### src/rtl/mt_rnum_stream.sv
`default_nettype none
// ============================================================================
// Module   : mt_rnum_stream
// Purpose  : Buffers 32-bit words from the Mersenne-twister generator in a
//            DEPTH-word FIFO. Each word leaves as OUT_W-bit chunks on a
//            valid/ready stream, LSB chunk first. Cycles where the consumer
//            is ready but no chunk is available are counted, saturating.
// Revision : 1.0  initial release
// ============================================================================
module mt_rnum_stream #(
  parameter int DEPTH = 8,
  parameter int OUT_W = 32,
  parameter int CNT_W = 16
) (
  input  logic                       clk,
  input  logic                       rst,
  input  logic                       gen_ready,
  input  logic [31:0]                gen_num,
  output logic                       gen_trig,
  input  logic                       flush,
  output logic                       m_valid,
  input  logic                       m_ready,
  output logic [OUT_W-1:0]           m_data,
  output logic [$clog2(DEPTH+1)-1:0] level,
  output logic [CNT_W-1:0]           stall_cnt
);

  localparam int CHUNKS = 32 / OUT_W;
  localparam int AW     = $clog2(DEPTH);
  localparam int LW     = $clog2(DEPTH + 1);
  localparam int SW     = (CHUNKS > 1) ? $clog2(CHUNKS) : 1;

  logic [31:0]      mem_q [DEPTH];
  logic [AW-1:0]    wr_ptr_q, wr_ptr_d;
  logic [AW-1:0]    rd_ptr_q, rd_ptr_d;
  logic [LW-1:0]    level_q, level_d;
  logic [SW-1:0]    sub_q, sub_d;
  logic [CNT_W-1:0] stall_cnt_q, stall_cnt_d;

  logic             push;
  logic             pop_chunk;
  logic             pop_word;
  logic             last_chunk;
  logic             starved;
  logic [31:0]      head_word;
  logic [OUT_W-1:0] head_chunk;

  // Push depends only on registered level, so a full FIFO popping its last
  // chunk pushes one cycle later rather than creating an m_ready->trig path.
  assign gen_trig  = gen_ready & ~flush & ~rst & (level_q < LW'(DEPTH));
  assign push      = gen_trig;
  assign m_valid   = (level_q != '0) & ~flush & ~rst;
  assign pop_chunk = m_valid & m_ready;
  assign pop_word  = pop_chunk & last_chunk;
  assign starved   = m_ready & ~m_valid & ~flush;
  assign head_word = mem_q[rd_ptr_q];
  assign m_data    = m_valid ? head_chunk : '0;
  assign level     = level_q;
  assign stall_cnt = stall_cnt_q;

  generate
    if (CHUNKS == 1) begin : g_whole
      assign head_chunk = head_word;
      assign last_chunk = 1'b1;
    end else begin : g_split
      // Select the chunk of the head word addressed by the chunk index
      always_comb begin
        head_chunk = '0;
        for (int i = 0; i < CHUNKS; i++) begin
          if (sub_q == SW'(i)) head_chunk = head_word[i*OUT_W +: OUT_W];
        end
      end
      assign last_chunk = (sub_q == SW'(CHUNKS - 1));
    end
  endgenerate

  // Next-state for pointers, occupancy, chunk index and starvation counter
  always_comb begin
    wr_ptr_d    = wr_ptr_q;
    rd_ptr_d    = rd_ptr_q;
    level_d     = level_q;
    sub_d       = sub_q;
    stall_cnt_d = stall_cnt_q;
    if (flush) begin
      wr_ptr_d    = '0;
      rd_ptr_d    = '0;
      level_d     = '0;
      sub_d       = '0;
      stall_cnt_d = '0;
    end else begin
      if (push) wr_ptr_d = wr_ptr_q + AW'(1);
      if (pop_chunk) sub_d = last_chunk ? '0 : sub_q + SW'(1);
      if (pop_word) rd_ptr_d = rd_ptr_q + AW'(1);
      if (push && !pop_word) begin
        level_d = level_q + LW'(1);
      end else if (!push && pop_word) begin
        level_d = level_q - LW'(1);
      end
      if (starved && (stall_cnt_q != '1)) stall_cnt_d = stall_cnt_q + CNT_W'(1);
    end
  end

  // Control state registers, cleared asynchronously
  always_ff @(posedge clk or posedge rst) begin
    if (rst) begin
      wr_ptr_q    <= '0;
      rd_ptr_q    <= '0;
      level_q     <= '0;
      sub_q       <= '0;
      stall_cnt_q <= '0;
    end else begin
      wr_ptr_q    <= wr_ptr_d;
      rd_ptr_q    <= rd_ptr_d;
      level_q     <= level_d;
      sub_q       <= sub_d;
      stall_cnt_q <= stall_cnt_d;
    end
  end

  // Word storage; contents are only meaningful below the level count
  always_ff @(posedge clk) begin
    if (push) mem_q[wr_ptr_q] <= gen_num;
  end

endmodule
`default_nettype wire
### config.mk
export PLATFORM = sky130hd
export DESIGN_NAME = mt_rnum_stream
export DESIGN_NICKNAME = d
export VERILOG_FILES = /design/src/rtl/mt_rnum_stream.sv
export SDC_FILE = /design/constraint.sdc
export NUM_CORES = 1
export LEC_CHECK = 0
export CAP_MARGIN = 20
export CORE_MARGIN = 2
export CORE_UTILIZATION = 63
export DETAILED_ROUTE_END_ITERATION = 16
export DONT_BUFFER_PORTS = 1
export PLACE_DENSITY = 0.89
export SYNTH_ARGS = -nofsm -noshare
export SYNTH_HDL_FRONTEND = slang
export SYNTH_SLANG_ARGS = --single-unit
### constraint.sdc
create_clock -name clk -period 4.15 [get_ports clk]
set_clock_uncertainty 0.15 [all_clocks]
set_input_delay 0.83 -clock clk [delete_from_list [all_inputs] [get_ports clk]]
set_output_delay 0.83 -clock clk [all_outputs]
set_load 0.005 [all_outputs]
* Yosys cells after proc, flatten, opt, wreduce, memory -nomap -nowiden
Memories as Yosys holds them, arrays and structs flattened.
Cells that the tools add are included.
** Word-level totals
- Input port bits :: 37
- Memory bits (writable) :: 256
- Word-level logic and storage cells :: 45
- Memories kept :: 1
- Flip-flop bits (word level) :: 26
** Operators by class
- Bitwise operators :: 11
- Order comparisons :: 1
- Add/subtract/negate cells :: 5
- Equal/unequal tests :: 1
- Reductions and logical operators :: 10
- Mux-type cells :: 12
** Memory list
- mem_q :: depth 8, width 32, rd ports 1, clocked after memory_dff 0, wr ports 1, RTL line 33 : logic [31:0] mem_q [DEPTH];
** Operators by type and width (count)
- $mux W16 :: 2
- $mux W32 :: 1
- $add A16 B1 Y16 const B :: 1
- $ne A16 B16 Y1 const B :: 1
- $mux W3 :: 4
- $mux W4 :: 3
- $and A1 B1 Y1 :: 8
- $add A3 B1 Y3 const B :: 2
- $reduce_bool A2 Y1 :: 3
- $add A4 B1 Y4 const B :: 1
- $lt A4 B4 Y1 const B :: 1
- $reduce_bool A4 Y1 :: 1
- $sub A4 B1 Y4 const B :: 1
- $logic_and A1 B1 Y1 :: 3
- $not A1 Y1 :: 3
- $reduce_bool A3 Y1 :: 1
- $logic_not A1 Y1 :: 2
- $mux W1 :: 2

* Logic depth before layout (Yosys ltp)
- Depth in word-level cells :: 9
- Gate-level depth with buffers :: 11
- Gate-level depth less buffers :: 9

* Worst setup path before layout
OpenSTA, ideal clock, no wires.
- Path kind :: input port to flip-flop
- Start :: input port flush
- End :: memory mem_q[0][0] (enable)
- Cell stages on the path :: 6
- Slack :: -471 ps
- Data required time :: 3539 ps
- Arrival :: 4010 ps
- Setup time :: 461 ps
- Cell sequence :: buf_2 > or2_2 > nor3b_1 > buf_2 > nand2b_1 > nor3_1
** Between the ends
- Word-level cells in the longest chain between the ends :: 6
** Ends and longest elaborated chain
- start, declared :: RTL line 20 : input logic flush,
- $not A1 Y1 :: RTL line 50 : assign gen_trig = gen_ready & ~flush & ~rst & (level_q < LW'(DEPTH));
- $and A1 B1 Y1 (3 in a row) :: RTL line 50
- via gen_trig :: RTL line 19 : output logic gen_trig,
- $mux W1 :: RTL line 122 : if (push) mem_q[wr_ptr_q] <= gen_num;
- $mux W1 (implied by the code) :: RTL line 122
- end, declared :: RTL line 33
The timed path passes the listed nets, and every way through them passes these cells.

* Final worst setup path
- Start :: register rd_ptr_q[0]
- End :: output port m_data[27]
** Between the ends
- Word-level cells in the longest chain between the ends :: 2
** Ends and longest elaborated chain
- start, declared :: RTL line 35 : logic [AW-1:0] rd_ptr_q, rd_ptr_d;
- start signal, assigned :: RTL line 113 : rd_ptr_q <= rd_ptr_d;
- $mem_v2 Z8 W32
- $mux W32 :: RTL line 57 : assign m_data = m_valid ? head_chunk : '0;
- end, declared :: RTL line 23 : output logic [OUT_W-1:0] m_data,
Every way passes these cells.

==> impl_metrics.ini <==
[drt]
drc = 0
drtIter0Drc = 466
dr.pass1.iters = 4
via_per_inst = 6.63
dr_total_vias = 5476
drt-total-wl_mm = 22.7
antenna_left = 0
wl_per_cell_um = 27.4

[setup_path]
worst_setup_path_start_kind = flop
endpoint_kind = primary output
crit_arrival_ns = 2.70
ff2ff_setup_slack_ns = 1.32
timing.rr.start = level[3]
crit_path_max_fanout = 20
r2r_end = level[3]
r2r_cells = 9
criticalPathCategory = flop to primary output
required_ns = 3.17

[final_layout]
area_delta_synth_final_pct = 12.8
seq_area_um2 = 8340
instances_no_fill = 826
multi_input_area_um2 = 2750
fin_nets = 628
nFillCells = 979
antenna_cells = 0
layout-drive-gt1-share_pct = 22.6

[status]
status = completed

[floorplan]
io_pins = 91
start_util_pct = 64.5
dieArea_um2 = 18800
die_y_um = 137
num_rows = 48
core_area_um2 = 17300
fp.dieW_um = 137

[synth]
synth_edf_count = 256
synth_area_um2 = 11100
ys_seq_area_share_pct = 74.8
synthFlopType = edfxtp_1
synthesis.nets = 605
postSynthCellCount = 562
async_reset_ff_share_pct = 9.22
yosys_register_bits = 282
synthDistinctLibCells = 41
yosysWarnings = 0
yosys-top-cells-area = edfxtp_1 69%, mux4_2 13%, dfrtp_1 5.8%
yosysTopAreaCellShare_pct = 68.9
synth.avg_cell_area_um2 = 19.8
synth_top_area_cell = edfxtp_1

[power_and_ir_drop]
ir_worst_vdd_uv = 376
power.share.combinational_pct = 6.8
power_density_nw_per_um2 = 489
p_clk_share_pct = 41.1
switchingPower_mw = 1.30
power_frac_seq_pct = 52.0
switching_share_pct = 21.1
power_leakage_nw = 3.93
p_int_mw = 4.85

[sta]
setup_viol = 0
rsz0062_at_grt = false
holdWs_ns = 0.0194
hold_viol_final = 0
drv_slew = 0
tightest_slew_ns = 0.888
fin_crit_sh_pct = 88.7
max_slew_margin_pct = 40.8
max_freq_mhz = 272
tns_ns = 0
timing.final.crit_period_ns = 3.68

[placement]
portBuffers = 0
post-dp-hpwl_mm = 12.5
gp_congestion = 0.827
dp.cells = 779

[global_routing]
grt_max_degree = 43
grt_antenna_before_repair = 0
grt.total_usage_pct = 24.9
grt_pass1_vias = 5727
grt_pass1_wl_mm = 33.8
grt.overflow.total = 0

[clocking]
clk_latency_ns = 0.53
holdBufCountCts = 0
htreeDepth = 1
ctsResizeCount = 0
max-clock-path-buffers = 3
numCtsBuffers = 28
postCtsSetupRepairBufs = 0
cts_sinks = 282
cts_tree = done
clk_pin_slew_ns = 0.06
cts-root-buf = clkbuf_16

[hold_path]
hp-class = input port to async pin

[run]
maxCapViolations = 0
## final cells by class
class / instances / share of cell area, %
clock buffer: 31 / 5.83
clock inverter: 15 / 1.44
inverter: 6 / 0.179
multi-input combinational: 249 / 21.9
sequential: 282 / 66.4
tap: 225 / 2.24
timing repair buffer: 18 / 2.03
## power groups by stage
stage	Sequential, mW	Combinational (mW)	Clock (mW)
global route	3.20	0.462	2.65
finish	3.20	0.420	2.53
floorplan	3.23	0.342	0
detailed placement	3.26	0.416	0
global placement	3.25	0.405	0
CTS	3.20	0.422	2.56
## cells in the mapped netlist, types with 2 or more instances
library cell,number
and4_1,3
ha_1,5
nand2b_1,3
clkbuf_1,14
and2_1,2
mux4_2,64
xnor2_1,8
buf_1,4
xor2_1,12
dfrtp_1,26
mux2i_1,34
nand2_1,10
buf_2,7
nand3b_1,2
nor2_1,58
inv_1,6
o2111ai_1,4
o21ai_0,6
nor4_1,3
nand4_1,3
edfxtp_1,256
a21oi_1,6
nor3_1,4
nand3_1,5
## through the flow
| stage | setup WS, ns | util [%] | power [mW] | area (um2) |
|---|---|---|---|---|
| 2_1_floorplan | 0.385 | - | 3.57 | 11200 |
| 3_3_place_gp | 1.10 | 67.2 | 3.66 | 11600 |
| 3_5_place_dp | 1.02 | 67.2 | 3.67 | 11600 |
| 4_1_cts | 0.399 | 72.5 | 6.18 | 12500 |
| 5_1_grt | 0.335 | 72.7 | 6.32 | 12600 |
| 6_report | 0.469 | 72.7 | 6.15 | 12600 |
## how the worst max path moves through the flow
stage	from	to	slack, ns	cells after the start
after floorplan	flush	mem_q[1][0]	0.39	6
after detailed placement	rd_ptr_q[0]	m_data[27]	1.02	4
final	rd_ptr_q[0]	m_data[27]	0.47	4
after global placement	rd_ptr_q[0]	m_data[27]	1.10	4
after CTS	rd_ptr_q[0]	m_data[27]	0.40	4
after global routing	rd_ptr_q[0]	m_data[27]	0.34	4
## routing by layer
| metal | GRT usage [%] | vias up | wire [um] |
|---|---|---|---|
| li1 | - | 2309 | - |
| met1 | 33.3 | 2868 | 8770 |
| met2 | 41.7 | 255 | 11600 |
| met3 | 5.48 | 44 | 1840 |
| met4 | 7.33 | 0 | 485 |
| met5 | 0 | - | 0 |
## kinds of logic (layout without fill, tap and decap cells)
family | after synthesis | count (layout) | share of synthesized area [%]
buffers and inverters | 31 | 70 | 1.12
XOR/XNOR | 20 | 20 | 1.57
AND/OR/NAND/NOR | 101 | 101 | 4.25
multiplexers | 98 | 98 | 16.0
adder cells (fa/ha/maj) | 6 | 6 | 0.741
flip-flops | 282 | 282 | 74.8
AO/OA/AOI/OAI | 24 | 24 | 1.55
## placed cells by master, fill, tap and decap left out, types with 8 or more instances in the layout
cell	count
clkbuf_16	29
buf_4	9
xor2_1	12
xnor2_1	8
nand2_1	10
dfrtp_1	23
nor2_1	52
edfxtp_1	256
mux4_2	64
buf_12	8
mux2i_1	34
## registers in the layout, indices dropped and copies added (netlist names)
signal,flops
rd_ptr_q,3
stall_cnt,16
mem_q,256
wr_ptr_q,3
level,4
## critical path: stages (launching register included)
cell     delay (ns)
dfrtp_4        0.71
buf_4          0.45
mux4_2         0.58
mux2i_1        0.32
nor2_1         0.10
(Power assumes the default switching activity.)
